==> src/rtl/bnn_uart_pkg.sv <==
// Shared types and helpers for the BNN UART receive path.
package bnn_uart_pkg;

  typedef enum logic [2:0] {
    IDLE,
    START,
    DATA,
    PARITY,
    STOP
  } rx_state_t;

  localparam int unsigned MAX_DATA_BITS = 9;

  // Counter width that can hold 0..n-1, never narrower than one bit.
  function automatic int unsigned cnt_width(input int unsigned n);
    return (n <= 2) ? 1 : $clog2(n);
  endfunction

  // Expected parity bit: zero-extended data keeps the XOR unchanged.
  function automatic logic parity_bit(input logic [MAX_DATA_BITS-1:0] data,
                                      input logic odd);
    return (^data) ^ odd;
  endfunction

endpackage

==> src/rtl/bnn_sync_fifo.sv <==
// Show-ahead synchronous FIFO; a push while full is accepted only alongside a pop.
module bnn_sync_fifo #(
  parameter int unsigned DATA_BITS = 8,
  parameter int unsigned DEPTH     = 4
) (
  input  logic                         clk,
  input  logic                         rst_n,
  input  logic                         push,
  input  logic [DATA_BITS-1:0]         push_data,
  input  logic                         pop,
  output logic [DATA_BITS-1:0]         pop_data,
  output logic [$clog2(DEPTH+1)-1:0]   count,
  output logic                         full,
  output logic                         empty
);

  localparam int unsigned PTR_W = $clog2(DEPTH);
  localparam int unsigned CNT_W = $clog2(DEPTH+1);

  logic [DATA_BITS-1:0] mem [DEPTH];
  logic [PTR_W-1:0]     wr_ptr;
  logic [PTR_W-1:0]     rd_ptr;
  logic                 do_push;
  logic                 do_pop;

  assign full     = (count == CNT_W'(DEPTH));
  assign empty    = (count == '0);
  assign do_pop   = pop & ~empty;
  assign do_push  = push & (~full | do_pop);
  assign pop_data = mem[rd_ptr];

  always_ff @(posedge clk or negedge rst_n) begin
    if (!rst_n) begin
      for (int unsigned i = 0; i < DEPTH; i++) mem[i] <= '0;
      wr_ptr <= '0;
      rd_ptr <= '0;
      count  <= '0;
    end else begin
      if (do_push) begin
        mem[wr_ptr] <= push_data;
        wr_ptr      <= wr_ptr + PTR_W'(1);
      end
      if (do_pop) rd_ptr <= rd_ptr + PTR_W'(1);
      case ({do_push, do_pop})
        2'b10:   count <= count + CNT_W'(1);
        2'b01:   count <= count - CNT_W'(1);
        default: count <= count;
      endcase
    end
  end

endmodule

==> src/rtl/bnn_uart_rx.sv <==
// Internally timed UART receiver with optional parity, receive FIFO,
// CTS flow control and one-cycle error pulses.
module bnn_uart_rx
  import bnn_uart_pkg::*;
#(
  parameter int unsigned DATA_BITS    = 8,
  parameter int unsigned CLKS_PER_BIT = 16,
  parameter int unsigned DEPTH        = 4,
  parameter int unsigned CTS_MARGIN   = 1
) (
  input  logic                       clk,
  input  logic                       rst_n,
  input  logic                       rx,
  input  logic                       parity_en,
  input  logic                       parity_odd,
  output logic                       cts,
  output logic [DATA_BITS-1:0]       rx_data,
  output logic                       rx_valid,
  input  logic                       rx_ready,
  output logic [$clog2(DEPTH+1)-1:0] fifo_count,
  output logic                       frame_err,
  output logic                       parity_err,
  output logic                       overrun_err
);

  localparam int unsigned BAUD_W = cnt_width(CLKS_PER_BIT);
  localparam int unsigned BIT_W  = cnt_width(DATA_BITS);
  localparam int unsigned CNT_W  = $clog2(DEPTH+1);
  localparam logic [BAUD_W-1:0] HALF_LAST = BAUD_W'(CLKS_PER_BIT/2 - 1);
  localparam logic [BAUD_W-1:0] FULL_LAST = BAUD_W'(CLKS_PER_BIT - 1);
  localparam logic [BIT_W-1:0]  BIT_LAST  = BIT_W'(DATA_BITS - 1);

  rx_state_t            state, state_next;
  logic                 rx_s1, rx_s2, rx_prev;
  logic [BAUD_W-1:0]    baud_cnt;
  logic [BIT_W-1:0]     bit_cnt;
  logic [DATA_BITS-1:0] shreg;
  logic                 par_en_l, par_odd_l, par_bad;
  logic                 sample;
  logic                 push, pop, full, empty;
  logic                 ferr_next, perr_next, oerr_next;

  always_ff @(posedge clk or negedge rst_n) begin
    if (!rst_n) begin
      rx_s1   <= 1'b1;
      rx_s2   <= 1'b1;
      rx_prev <= 1'b1;
    end else begin
      rx_s1   <= rx;
      rx_s2   <= rx_s1;
      rx_prev <= rx_s2;
    end
  end

  // START samples mid-bit; later states sample one full bit period after that.
  always_comb begin
    sample = 1'b0;
    if (state == START) sample = (baud_cnt == HALF_LAST);
    else if (state != IDLE) sample = (baud_cnt == FULL_LAST);
  end

  always_comb begin
    state_next = state;
    push       = 1'b0;
    ferr_next  = 1'b0;
    perr_next  = 1'b0;
    oerr_next  = 1'b0;
    case (state)
      IDLE:   if (rx_prev & ~rx_s2) state_next = START;
      START:  if (sample) state_next = rx_s2 ? IDLE : DATA;
      DATA:   if (sample && bit_cnt == BIT_LAST) state_next = par_en_l ? PARITY : STOP;
      PARITY: if (sample) state_next = STOP;
      STOP: begin
        if (sample) begin
          state_next = IDLE;
          if (!rx_s2)            ferr_next = 1'b1;
          else if (par_bad)      perr_next = 1'b1;
          else if (full && !pop) oerr_next = 1'b1;
          else                   push      = 1'b1;
        end
      end
      default: state_next = IDLE;
    endcase
  end

  always_ff @(posedge clk or negedge rst_n) begin
    if (!rst_n) state <= IDLE;
    else        state <= state_next;
  end

  always_ff @(posedge clk or negedge rst_n) begin
    if (!rst_n) begin
      baud_cnt    <= '0;
      bit_cnt     <= '0;
      shreg       <= '0;
      par_en_l    <= 1'b0;
      par_odd_l   <= 1'b0;
      par_bad     <= 1'b0;
      frame_err   <= 1'b0;
      parity_err  <= 1'b0;
      overrun_err <= 1'b0;
    end else begin
      frame_err   <= ferr_next;
      parity_err  <= perr_next;
      overrun_err <= oerr_next;

      if (state_next != state || sample) baud_cnt <= '0;
      else if (state != IDLE)            baud_cnt <= baud_cnt + BAUD_W'(1);

      if (state == IDLE) bit_cnt <= '0;
      else if (state == DATA && sample)
        bit_cnt <= (bit_cnt == BIT_LAST) ? '0 : bit_cnt + BIT_W'(1);

      if (state == DATA && sample) shreg <= {rx_s2, shreg[DATA_BITS-1:1]};

      if (state == IDLE && state_next == START) begin
        par_en_l  <= parity_en;
        par_odd_l <= parity_odd;
        par_bad   <= 1'b0;
      end else if (state == PARITY && sample) begin
        par_bad <= (rx_s2 != parity_bit(MAX_DATA_BITS'(shreg), par_odd_l));
      end
    end
  end

  assign pop      = rx_valid & rx_ready;
  assign rx_valid = ~empty;
  assign cts      = (fifo_count < CNT_W'(DEPTH - CTS_MARGIN));

  bnn_sync_fifo #(
    .DATA_BITS (DATA_BITS),
    .DEPTH     (DEPTH)
  ) u_fifo (
    .clk       (clk),
    .rst_n     (rst_n),
    .push      (push),
    .push_data (shreg),
    .pop       (pop),
    .pop_data  (rx_data),
    .count     (fifo_count),
    .full      (full),
    .empty     (empty)
  );

endmodule

==> config.mk <==
export PLATFORM = sky130hd
export DESIGN_NAME = bnn_uart_rx
export DESIGN_NICKNAME = d
export VERILOG_FILES = /design/src/rtl/bnn_uart_pkg.sv /design/src/rtl/bnn_sync_fifo.sv /design/src/rtl/bnn_uart_rx.sv
export SDC_FILE = /design/constraint.sdc
export NUM_CORES = 1
export LEC_CHECK = 0
export BUFFER_PORTS_ARGS = -buffer_cell sky130_fd_sc_hd__clkbuf_2
export CORE_UTILIZATION = 45
export CTS_BUF_LIST = sky130_fd_sc_hd__clkbuf_4 sky130_fd_sc_hd__clkbuf_8
export DETAILED_ROUTE_END_ITERATION = 16
export GPL_TIMING_DRIVEN = 0
export SLEW_MARGIN = 20
export SYNTH_ARGS = -nofsm -noshare
export SYNTH_HDL_FRONTEND = slang
export SYNTH_SLANG_ARGS = --single-unit
==> constraint.sdc <==
create_clock -name clk -period 2.33 [get_ports clk]
set_input_delay 0.466 -clock clk [delete_from_list [all_inputs] [get_ports clk]]
set_output_delay 0.466 -clock clk [all_outputs]
set_load 0.02 [all_outputs]
==> qor_table.md, run 1 <==
| Result | This run |
|---|---|
| Result of the run | finished clean |
| Most frequently used flop master after synthesis | dfrtp_1 |
| Worst endpoint required time | 2560 ps |
| Post-layout nets | 298 |
| Seq/Total Area, Yosys | 49.7% |
| Routability-driven placement congestion ratio | 0.780 |
| Power Internal | 2.36 mW |
| Ranking of synthesized cells by area | dfrtp_1 47%, mux2_4 14%, mux4_2 5.4% |
| Count of inserted antenna diode cells | 0 |
| Synthesized net count | 257 |
| Buffer levels on the longest clock path | 2 |
| Time the final worst path needs with I/O delays and setup | 2310 ps |
| Cell Chain, Critical Path | ha_4 -> nand4b_4 -> or3b_4 -> and4bb_2 -> inv_4 -> ha_4 -> inv_2 -> fa_2 -> xor2_1 -> nor2_1 -> xor2_1 |
| Number of instances in the synthesized netlist | 242 |
| Largest stage delay on the critical path | 410 ps |
| Share of the clock period used by the worst path | 99.2% |
| Post-Syn Area per Cell | 13.8 um^2 |
| Launching element type of the critical path | flip-flop |
| Initial antenna violation count | 0 |
| DRC viols | 0 |
| # port buffers | 21 |
| Setup skew after layout | 9.00 ps |
| Number of H-tree levels | 3 |
| Post-synth design cell area | 3330 um^2 |
| Type of the worst setup path | flip-flop to flip-flop |
| Max_cap viols | 0 |
| Share of async-settable or async-resettable flops after synthesis | 100% |
| Sw Ratio | 33.0% |
| Number of slew-limit violations in the final report | 0 |
| Number of iterations in the first detailed-routing pass | 6 |
| Number of hold buffers added after cts | 0 |
| Number of distinct library cell variants in the gate-level netlist after synthesis | 46 |
| Register Area | 1660 um^2 |
| Maximum vdd ir drop | 0.604 mV |
| Die area | 7750 um^2 |
| Leakage | 1.90 nW |
| Count of standard-cell rows | 30 |
| Post-route worst setup slack | 19.0 ps |
| Power density relative to cell area | 901 nW/um^2 |
| Detailed router's first-iteration violation count | 65 |
| Proportion of power drawn by combinational gates | 29.1% |
| Starting utilization of the core area | 47.7% |
| Fraction of layout cells with a size suffix above 1 | 43.1% |
| Global-route wire length before repair | 10,400 um |
| DP Wirelength | 3980 um |
| Critical path endpoint category | flip-flop |
| Pin count of the biggest net entering global routing | 47 |
| Crit-path max FO | 2 |
| NetSw | 1.16 mW |
| Warning count from the yosys run | 0 |
| Vias per inst | 5.16 |
| Setup repair after global routing missed its margin | yes |
| Worst-path cell with the longest stage delay | or3b_4 |
| Final hold slack | 28.5 ps |
| Vias in the first global route | 2,143 |
| Type of the most critical hold path | primary input to async pin |
| Most common cell in the netlist | dfrtp_1 |
| Multi-input gate area | 1620 um^2 |
| Final hold viol count | 0 |
| Detail Route Antenna Nets | 0 |
| Global router's overall resource usage | 18.1% |
| Skew-Pair Late Insertion Delay | 350 ps |
| Top cell type by total area after synthesis | dfrtp_1 |
| Area share of the leading cell type in the synthesized netlist | 47.4% |
| Width of the die | 88.0 um |
| Final count of negative-setup-slack endpoints | 0 |
| Tightest Pin Transition | 583 ps |
| Number of enable flip-flop cells after synthesis | 0 |
| TritonCTS clock tree | yes |
| Arrival time of data at the critical path endpoint | 2540 ps |
| Height of the chip | 88.0 um |
| Number of buffers created by CTS | 9 |
| Total negative setup slack | 0 ps |
| Crit-path leading delay family | simple AND/OR/NAND/NOR gates |
| Clock sinks | 66 |
| Core footprint | 6980 um^2 |
| Setup slack at placement | -295 ps |
| Detailed-route wire length | 6090 um |
| Worst slew margin | 61.2% |
| Buffering stage count on the worst path with inverters included | 2 |
| Total number of vias | 1,981 |
| Synth cell count leaders | 63 x dfrtp_1, 32 x mux2_4, 14 x nor2_1, 12 x o21ai_0 |
| Clk Tree Root Cell | clkbuf_8 |
| Maximum clock frequency | 0.433 GHz |
| Aggregate global routing overflow | 0 |
| Number of filler instances in the final layout | 595 |
| Number of synthesized register bits | 66 |
| Total I/O pin count | 22 |
| Layout overhead on the synthesized area | 17.4% |
| Fraction of power consumed by the clock network | 31.0% |
| Post-detailed-route wirelength per cell | 15.8 um |
| Register share of total power | 39.9% |
| Clk pin slew, worst setup/hold paths | 80 ps |
==> through the flow <==
step	instances	utilization (%)	power [mW]	instance area [um^2]
after global routing	384	56.0	3.74	3910
after CTS	384	56.1	3.55	3920
final	384	56.0	3.52	3910
after detailed placement	360	52.0	2.39	3630
after global placement	359	51.5	2.36	3600
after floorplan	242	-	2.15	3370
==> worst register-to-register path, cell delays in order, from the launching register on <==
cell and delay, ps:
dfrtp_1 400, ha_4 160, nand4b_4 90, or3b_4 410, and4bb_2 340, inv_4 40
ha_4 160, inv_2 50, fa_2 180, xor2_1 150, nor2_1 80, xor2_1 140
==> layout make-up <==
cell class | instances | share of cell area [%]
Buffer | 8 | 0.896
Multi-Input combinational cell | 157 | 41.5
Sequential cell | 66 | 42.4
Inverter | 9 | 0.928
Clock inverter | 7 | 2.56
Clock buffer | 9 | 3.17
Timing Repair Buffer | 32 | 5.38
Tap cell | 96 | 3.07
==> cells by family (layout without fill, tap and decap cells) <==
logic type / after synthesis / after routing / synth area share [%]
buffers and inverters: 19 / 65 / 2.71
XOR/XNOR: 16 / 16 / 4.21
adder cells (fa/ha/maj): 9 / 9 / 3.61
multiplexers: 52 / 52 / 23.8
AO/OA/AOI/OAI: 31 / 31 / 6.01
flip-flops: 66 / 66 / 49.7
AND/OR/NAND/NOR: 49 / 49 / 9.92
==> cells in the final DEF, fill, tap and decap left out, types with 4 or more instances in the layout <==
cell type  count
dfrtp_1       60
mux2_4        32
clkbuf_2      20
nor2_1        14
o21ai_0       12
nand2_1       11
xnor2_1       11
mux2_2        10
buf_4         10
clkbuf_8       9
mux4_2         8
inv_1          7
ha_1           6
clkbuf_1       5
a21oi_1        5
xor2_1         5
nand2_8        4
==> power groups by stage <==
stage	logic (mW)	clock network [mW]	registers, mW
after floorplan	0.730	0	1.42
final	1.02	1.09	1.41
after global routing	1.14	1.17	1.43
after detailed placement	0.985	0	1.40
after CTS	1.01	1.13	1.41
after global placement	0.961	0	1.40
==> layer usage <==
metal,track usage [%],share of wire [%]
met5,0,0
met4,7.62,1.3
met3,4.62,3.8
met2,31.4,49
met1,21.4,46
==> sequential cells by signal, indices dropped and copies added (netlist names) <==
register       count
u_fifo.mem        32
shreg              8
baud_cnt           4
bit_cnt            3
state              3
u_fifo.count       3
u_fifo.rd_ptr      2
u_fifo.wr_ptr      2
frame_err          1
overrun_err        1
par_bad            1
par_en_l           1
par_odd_l          1
parity_err         1
rx_prev            1
rx_s1              1
rx_s2              1
==> what timing repair did <==
item / in CTS / in global routing
setup endpoints to repair: 10 / 34
gates resized for setup: 2 / 2
pin swaps: 6 / 5
cloned: 0 / 0
setup buffers: 9 / 1
==> final timing paths <==
kind	from	to	slack (ps)	cells after the start
worst max-delay path	baud_cnt[1]$_DFFE_PN0P_	u_fifo.count[2]$_DFFE_PN0P_	20	11
worst min-delay path	rst_n	u_fifo.mem[17]$_DFFE_PN0P_	30	1
worst max register to register	baud_cnt[1]$_DFFE_PN0P_	u_fifo.count[2]$_DFFE_PN0P_	20	11
worst min register to register	rx_s1$_DFF_PN1_	rx_s2$_DFF_PN1_	360	0
max in group asynchronous	rst_n	rx_s1$_DFF_PN1_	1700	2
min in group clk	rx	rx_s1$_DFF_PN1_	200	1
(Power assumes the default switching activity.)
==> inputs of run 2 (changes only) <==
--- a/config.mk
+++ b/config.mk
@@ -9,7 +9,6 @@
 export CORE_UTILIZATION = 45
 export CTS_BUF_LIST = sky130_fd_sc_hd__clkbuf_4 sky130_fd_sc_hd__clkbuf_8
 export DETAILED_ROUTE_END_ITERATION = 16
-export GPL_TIMING_DRIVEN = 0
 export SLEW_MARGIN = 20
 export SYNTH_ARGS = -nofsm -noshare
 export SYNTH_HDL_FRONTEND = slang
==> qor_table.md, run 2 (same netlist as run 1, synthesis figures left out) <==
| Result | This run | vs previous |
|---|---|---|
| Result of the run | finished clean |  |
| Post-route worst setup slack | 43.3 ps | +24.3 ps |
| Core footprint | 6980 um^2 | unchanged |
| Buffering stage count on the worst path with inverters included | 2 | unchanged |
| Die area | 7750 um^2 | unchanged |
| Multi-input gate area | 1620 um^2 | unchanged |
| Maximum vdd ir drop | 0.511 mV | -15% |
| Count of standard-cell rows | 30 | unchanged |
| Number of H-tree levels | 3 | unchanged |
| Largest registers ranked by flip-flop count | u_fifo.mem: 32 flops, shreg: 8 flops, baud_cnt: 4 flops |  |
| Count of inserted antenna diode cells | 0 | unchanged |
| DRC viols | 0 | unchanged |
| Largest stage delay on the critical path | 410 ps | about the same |
| Skew-Pair Late Insertion Delay | 340 ps | about the same |
| DP Wirelength | 4200 um | +5.6% |
| Clock sinks | 66 | unchanged |
| Number of filler instances in the final layout | 586 | -1.5% |
| Final hold viol count | 0 | unchanged |
| Height of the chip | 88.0 um | unchanged |
| Launching element type of the critical path | flip-flop |  |
| Critical path endpoint category | flip-flop |  |
| Flip-flop count of the largest register, all copies and words added | 32 | unchanged |
| Aggregate global routing overflow | 0 | unchanged |
| Initial antenna violation count | 0 | unchanged |
| Post-layout nets | 301 | +1.0% |
| Fin util | 56.5% | +0.54 points |
| Most frequent cells in the layout | 62 x dfrtp_1, 32 x mux2_4, 21 x buf_4 |  |
| Detailed router's first-iteration violation count | 39 | -40% |
| Width of the die | 88.0 um | unchanged |
| Biggest register | u_fifo.mem |  |
| Maximum clock frequency | 0.437 GHz | +1.1% |
| Clk Tree Root Cell | clkbuf_8 |  |
| Total I/O pin count | 22 | unchanged |
| Vias per inst | 5.14 | -0.42% |
| # port buffers | 21 | unchanged |
| Starting utilization of the core area | 47.7% | unchanged |
| Register Area | 1660 um^2 | -0.15% |
| Share of the clock period used by the worst path | 98.1% | -1.0 points |
| Fraction of layout cells with a size suffix above 1 | 45.0% | +2.0 points |
| Power density relative to cell area | 906 nW/um^2 | +0.49% |
| Crit-path leading delay family | simple AND/OR/NAND/NOR gates |  |
| Post-detailed-route wirelength per cell | 15.6 um | -1.5% |
| Setup slack at placement | -120 ps | +175 ps |
| Routability-driven placement congestion ratio | 0.797 | +2.1% |
| Detailed-route wire length | 6040 um | -0.77% |
| Worst-path cell with the longest stage delay | dfrtp_1 |  |
| Setup skew after layout | 6.83 ps | -2.17 ps |
| Total number of vias | 1,988 | +0.35% |
| Type of the most critical hold path | primary input to async pin |  |
| Clk pin slew, worst setup/hold paths | 80 ps | about the same |
| Final count of negative-setup-slack endpoints | 0 | unchanged |
| Number of iterations in the first detailed-routing pass | 4 | -2 |
| Final hold slack | 56.3 ps | +27.8 ps |
| Arrival time of data at the critical path endpoint | 2510 ps | -30 ps |
| Number of hold buffers added after cts | 0 | unchanged |
| Number of slew-limit violations in the final report | 0 | unchanged |
| Global-route wire length before repair | 10,200 um | -1.9% |
| Vias in the first global route | 2,046 | -4.5% |
| Worst endpoint required time | 2550 ps | about the same |
| Setup repair after global routing missed its margin | yes |  |
| Max_cap viols | 0 | unchanged |
| TritonCTS clock tree | yes |  |
| Number of buffers created by CTS | 9 | unchanged |
| Worst slew margin | 69.1% | +8.0 points |
| Most common library cell in the layout ignoring fill and taps | dfrtp_1 |  |
| Pin count of the biggest net entering global routing | 50 | +6.4% |
| Detail Route Antenna Nets | 0 | unchanged |
| Tightest Pin Transition | 463 ps | -120 ps |
| Cell Chain, Critical Path | ha_4 -> nand4b_4 -> or3b_4 -> and4bb_2 -> inv_4 -> ha_4 -> inv_2 -> fa_2 -> xor2_1 -> nor2_1 -> xor2_1 |  |
| Buffer levels on the longest clock path | 2 | unchanged |
| Layout overhead on the synthesized area | 18.5% |  |
| Global router's overall resource usage | 17.7% | -0.40 points |
| Leakage | 1.93 nW | +1.8% |
| Time the final worst path needs with I/O delays and setup | 2290 ps | -24.3 ps |
| Type of the worst setup path | flip-flop to flip-flop |  |
| Crit-path max FO | 4 | +2 |
## run 2: cell types whose count changed in the layout (fill, tap and decap cells not counted), sizes merged
cell	before	now
buf	13	23
clkbuf	36	30
clkinvlp	0	2
inv	12	10
clkinv	2	1
## run 2: layout make-up
cell class | instances | area share [%]
sequential | 66 | 42.0
multi-input combinational | 157 | 41.2
timing repair buffer | 43 | 7.17
clock buffer | 10 | 3.49
tap | 96 | 3.04
clock inverter | 6 | 2.25
inverter | 9 | 0.919
## run 2: power breakdown
group          internal, mW  total (mW)  leakage, nW  switching, mW
logic                 0.537        1.11        0.950          0.578
registers              1.27        1.39        0.875          0.118
clock network         0.633        1.07        0.109          0.440
## run 2: metrics by stage
stage / setup TNS, ps / total power [mW] / area [um^2] / instances
3_3_place_gp: -78.9 / 2.50 / 3700 / 369
2_1_floorplan: -240 / 2.15 / 3370 / 242
6_report: 0 / 3.57 / 3950 / 387
3_5_place_dp: -120 / 2.52 / 3700 / 369
4_1_cts: 0 / 3.62 / 3930 / 385
5_1_grt: -31.4 / 3.80 / 3950 / 387
## run 2: per-layer routing
layer | up-vias | share of wire (%) | global-route usage (%) | routed length [um]
met5 | - | 0 | 0 | 0
met4 | 0 | 0.55 | 6.16 | 33
met3 | 2 | 3.3 | 5.37 | 202
met2 | 33 | 51 | 29.8 | 3080
met1 | 1005 | 45 | 21.7 | 2720
li1 | 948 | - | - | -
## run 2: timing repair
action	CTS	global route
setup buffers	0	2
gates resized for setup	1	0
gates cloned	0	0
setup endpoints to repair	1	21
pin swaps	2	6
## run 2: final timing paths
path	cells past startpoint	slack, ps	startpoint	endpoint
worst max-delay path	11	40	baud_cnt[1]$_DFFE_PN0P_	u_fifo.count[2]$_DFFE_PN0P_
worst min-delay path	1	60	rst_n	u_fifo.mem[19]$_DFFE_PN0P_
worst max register to register	11	40	baud_cnt[1]$_DFFE_PN0P_	u_fifo.count[2]$_DFFE_PN0P_
worst min register to register	0	360	rx_s1$_DFF_PN1_	rx_s2$_DFF_PN1_
max in group asynchronous	2	1620	rst_n	rx_s2$_DFF_PN1_
min in group clk	1	210	rx	rx_s1$_DFF_PN1_
==> inputs of run 3 (changes only) <==
==> constraint.sdc (replaced) <==
create_clock -name clk -period 2.3 [get_ports clk]
set_input_delay 0.46 -clock clk [delete_from_list [all_inputs] [get_ports clk]]
set_output_delay 0.46 -clock clk [all_outputs]
set_load 0.02 [all_outputs]
==> qor_table.md, run 3 (same netlist as run 1, synthesis figures left out) <==
| Result | This run | vs previous |
|---|---|---|
| Vias in the first global route | 2,115 | +3.4% |
| Cell area after placement | 3710 um^2 | +0.20% |
| Skew-Pair Late Insertion Delay | 340 ps | about the same |
| Result of the run | finished clean |  |
| Number of slew-limit violations in the final report | 0 | unchanged |
| Fin cells | 386 | -0.26% |
| Post-detailed-route wirelength per cell | 15.7 um | +0.51% |
| Worst R2R End | u_fifo.count[2]$_DFFE_PN0P_ |  |
| Worst reg2reg startpoint | baud_cnt[1]$_DFFE_PN0P_ |  |
| Total placed cells including tap cells | 370 | +0.27% |
| Final hold slack | 47.1 ps | -9.22 ps |
| Time the final worst path needs with I/O delays and setup | 2270 ps | -15.1 ps |
| Number of H-tree levels | 3 | unchanged |
| Height of the chip | 88.0 um | unchanged |
| Share of the clock period used by the worst path | 98.8% | +0.62 points |
| Setup repair after global routing missed its margin | yes |  |
| Fraction of layout cells with a size suffix above 1 | 44.8% | -0.19 points |
| Starting utilization of the core area | 47.7% | unchanged |
| Most frequent cells in the layout | 62 x dfrtp_1, 32 x mux2_4, 20 x clkbuf_2, 20 x buf_4, 14 x nor2_1 |  |
| Path depth of the worst reg2reg path | 11 | unchanged |
| Total I/O pin count | 22 | unchanged |
| Number of buffers created by CTS | 9 | unchanged |
| Setup slack at placement | -150 ps | -30.6 ps |
| Count of standard-cell rows | 30 | unchanged |
| Tightest Pin Transition | 474 ps | +11.1 ps |
| Largest registers ranked by flip-flop count | u_fifo.mem: 32 flops, shreg: 8 flops, baud_cnt: 4 flops |  |
| Pin count of the biggest net entering global routing | 50 | unchanged |
| Timing endpoint of the critical path | u_fifo.count[2]$_DFFE_PN0P_ |  |
| Vias per inst | 5.20 | +1.3% |
| Final Power | 3.53 mW | -1.2% |
| Number of iterations in the first detailed-routing pass | 4 | unchanged |
| Routability-driven placement congestion ratio | 0.791 | -0.70% |
| Global router's overall resource usage | 18.1% | +0.36 points |
| Launching element type of the critical path | flip-flop |  |
| Number of hold buffers added after cts | 0 | unchanged |
| Worst endpoint required time | 2520 ps | -30 ps |
| Setup skew after layout | 10.5 ps | +3.70 ps |
| Flip-flop count of the largest register, all copies and words added | 32 | unchanged |
| Start point of the critical path | baud_cnt[1]$_DFFE_PN0P_ |  |
| Buffer levels on the longest clock path | 2 | unchanged |
| Die area | 7750 um^2 | unchanged |
| Detailed router's first-iteration violation count | 91 | +130% |
| Total negative setup slack | 0 ps | unchanged |
| Detailed-route wire length | 6050 um | +0.25% |
| Global-route wire length before repair | 10,300 um | +1.1% |
| Layout overhead on the synthesized area | 17.6% |  |
| Crit-path max FO | 2 | -2 |
| Register-to-register setup slack | 30 ps | about the same |
| Total number of vias | 2,009 | +1.1% |
| Clock sinks | 66 | unchanged |
| Post-route worst setup slack | 28.3 ps | -14.9 ps |
| DP Wirelength | 4220 um | +0.63% |
| Clk pin slew, worst setup/hold paths | 80 ps | about the same |
| # port buffers | 21 | unchanged |
| Final count of negative-setup-slack endpoints | 0 | unchanged |
| Clk Tree Root Cell | clkbuf_8 |  |
| Leakage | 1.92 nW | -0.59% |
| DRC viols | 0 | unchanged |
| Fin util | 56.1% | -0.45 points |
| Type of the worst setup path | flip-flop to flip-flop |  |
| Core footprint | 6980 um^2 | unchanged |
| Max_cap viols | 0 | unchanged |
| Worst slew margin | 68.4% | -0.74 points |
| Maximum vdd ir drop | 0.699 mV | +37% |
| Initial antenna violation count | 0 | unchanged |
| Detail Route Antenna Nets | 0 | unchanged |
| Maximum clock frequency | 0.440 GHz | +0.66% |
| Biggest register | u_fifo.mem |  |
| Layout Cell Area excl Fill | 3920 um^2 | -0.79% |
| Aggregate global routing overflow | 0 | unchanged |
| TritonCTS clock tree | yes |  |
| Most common library cell in the layout ignoring fill and taps | dfrtp_1 |  |
| Setup Fix Bufs, Post-CTS | 0 | unchanged |
| Critical path endpoint category | flip-flop |  |
| Arrival time of data at the critical path endpoint | 2500 ps | about the same |
| Count of inserted antenna diode cells | 0 | unchanged |
| Width of the die | 88.0 um | unchanged |
| Power density relative to cell area | 902 nW/um^2 | -0.45% |
| Post-layout nets | 300 | -0.33% |
| Type of the most critical hold path | primary input to async pin |  |
| Final hold viol count | 0 | unchanged |
## run 3: cell count changes in the layout (fill, tap and decap cells not counted), sizes merged
cell      previous run  this run
bufinv               2         1
clkinvlp             2         1
clkinv               1         3
buf                 23        22
## run 3: cell type report
cell class,instances,area (um^2)
Fill cell,632,3070
Sequential cell,66,1660
Multi-Input combinational cell,157,1620
Timing Repair Buffer,42,275
Clock buffer,10,138
Tap cell,96,120
Clock inverter,6,65.1
Inverter,9,36.3
## run 3: metal layers
layer,vias to the layer above,track usage [%],part of all wire [%]
met5,-,0,0
li1,948,-,-
met4,0,6.60,1.6
met3,10,6.13,2.9
met2,31,30.5,50
met1,1020,21.6,45
## run 3: worst min path at each step
| stage | from | endpoint | slack [ps] |
|---|---|---|---|
| CTS | rst_n | u_fifo.mem[25]$_DFFE_PN0P_ | 40 |
| finish | rst_n | u_fifo.mem[25]$_DFFE_PN0P_ | 50 |
| global route | rst_n | u_fifo.mem[25]$_DFFE_PN0P_ | 50 |
| detailed placement | rx_s1$_DFF_PN1_ | rx_s2$_DFF_PN1_ | 350 |
| floorplan | rst_n | baud_cnt[0]$_DFFE_PN0P_ | 160 |
| global placement | rx_s1$_DFF_PN1_ | rx_s2$_DFF_PN1_ | 350 |
## run 3: report_power, final
| group | switching, mW | internal (mW) | leakage [nW] |
|---|---|---|---|
| Sequential | 0.120 | 1.29 | 0.875 |
| Clock | 0.459 | 0.532 | 0.103 |
| Combinational | 0.595 | 0.539 | 0.944 |
| Total | 1.17 | 2.36 | 1.92 |
## run 3: repair_timing
action / CTS / global route
endpoints found under the setup margin: 1 / 3
pin swaps: 5 / 1
gates cloned: 0 / 0
gates resized for setup: 1 / 0
## run 3: critical path: stages (launching register included)
cell and delay [ps]:
dfrtp_1 400, ha_4 160, nand4b_4 90, or3b_4 390, and4bb_2 350, inv_4 40, ha_4 150, inv_2 50
fa_2 190, xor2_1 140, nor2_1 70, xor2_1 140
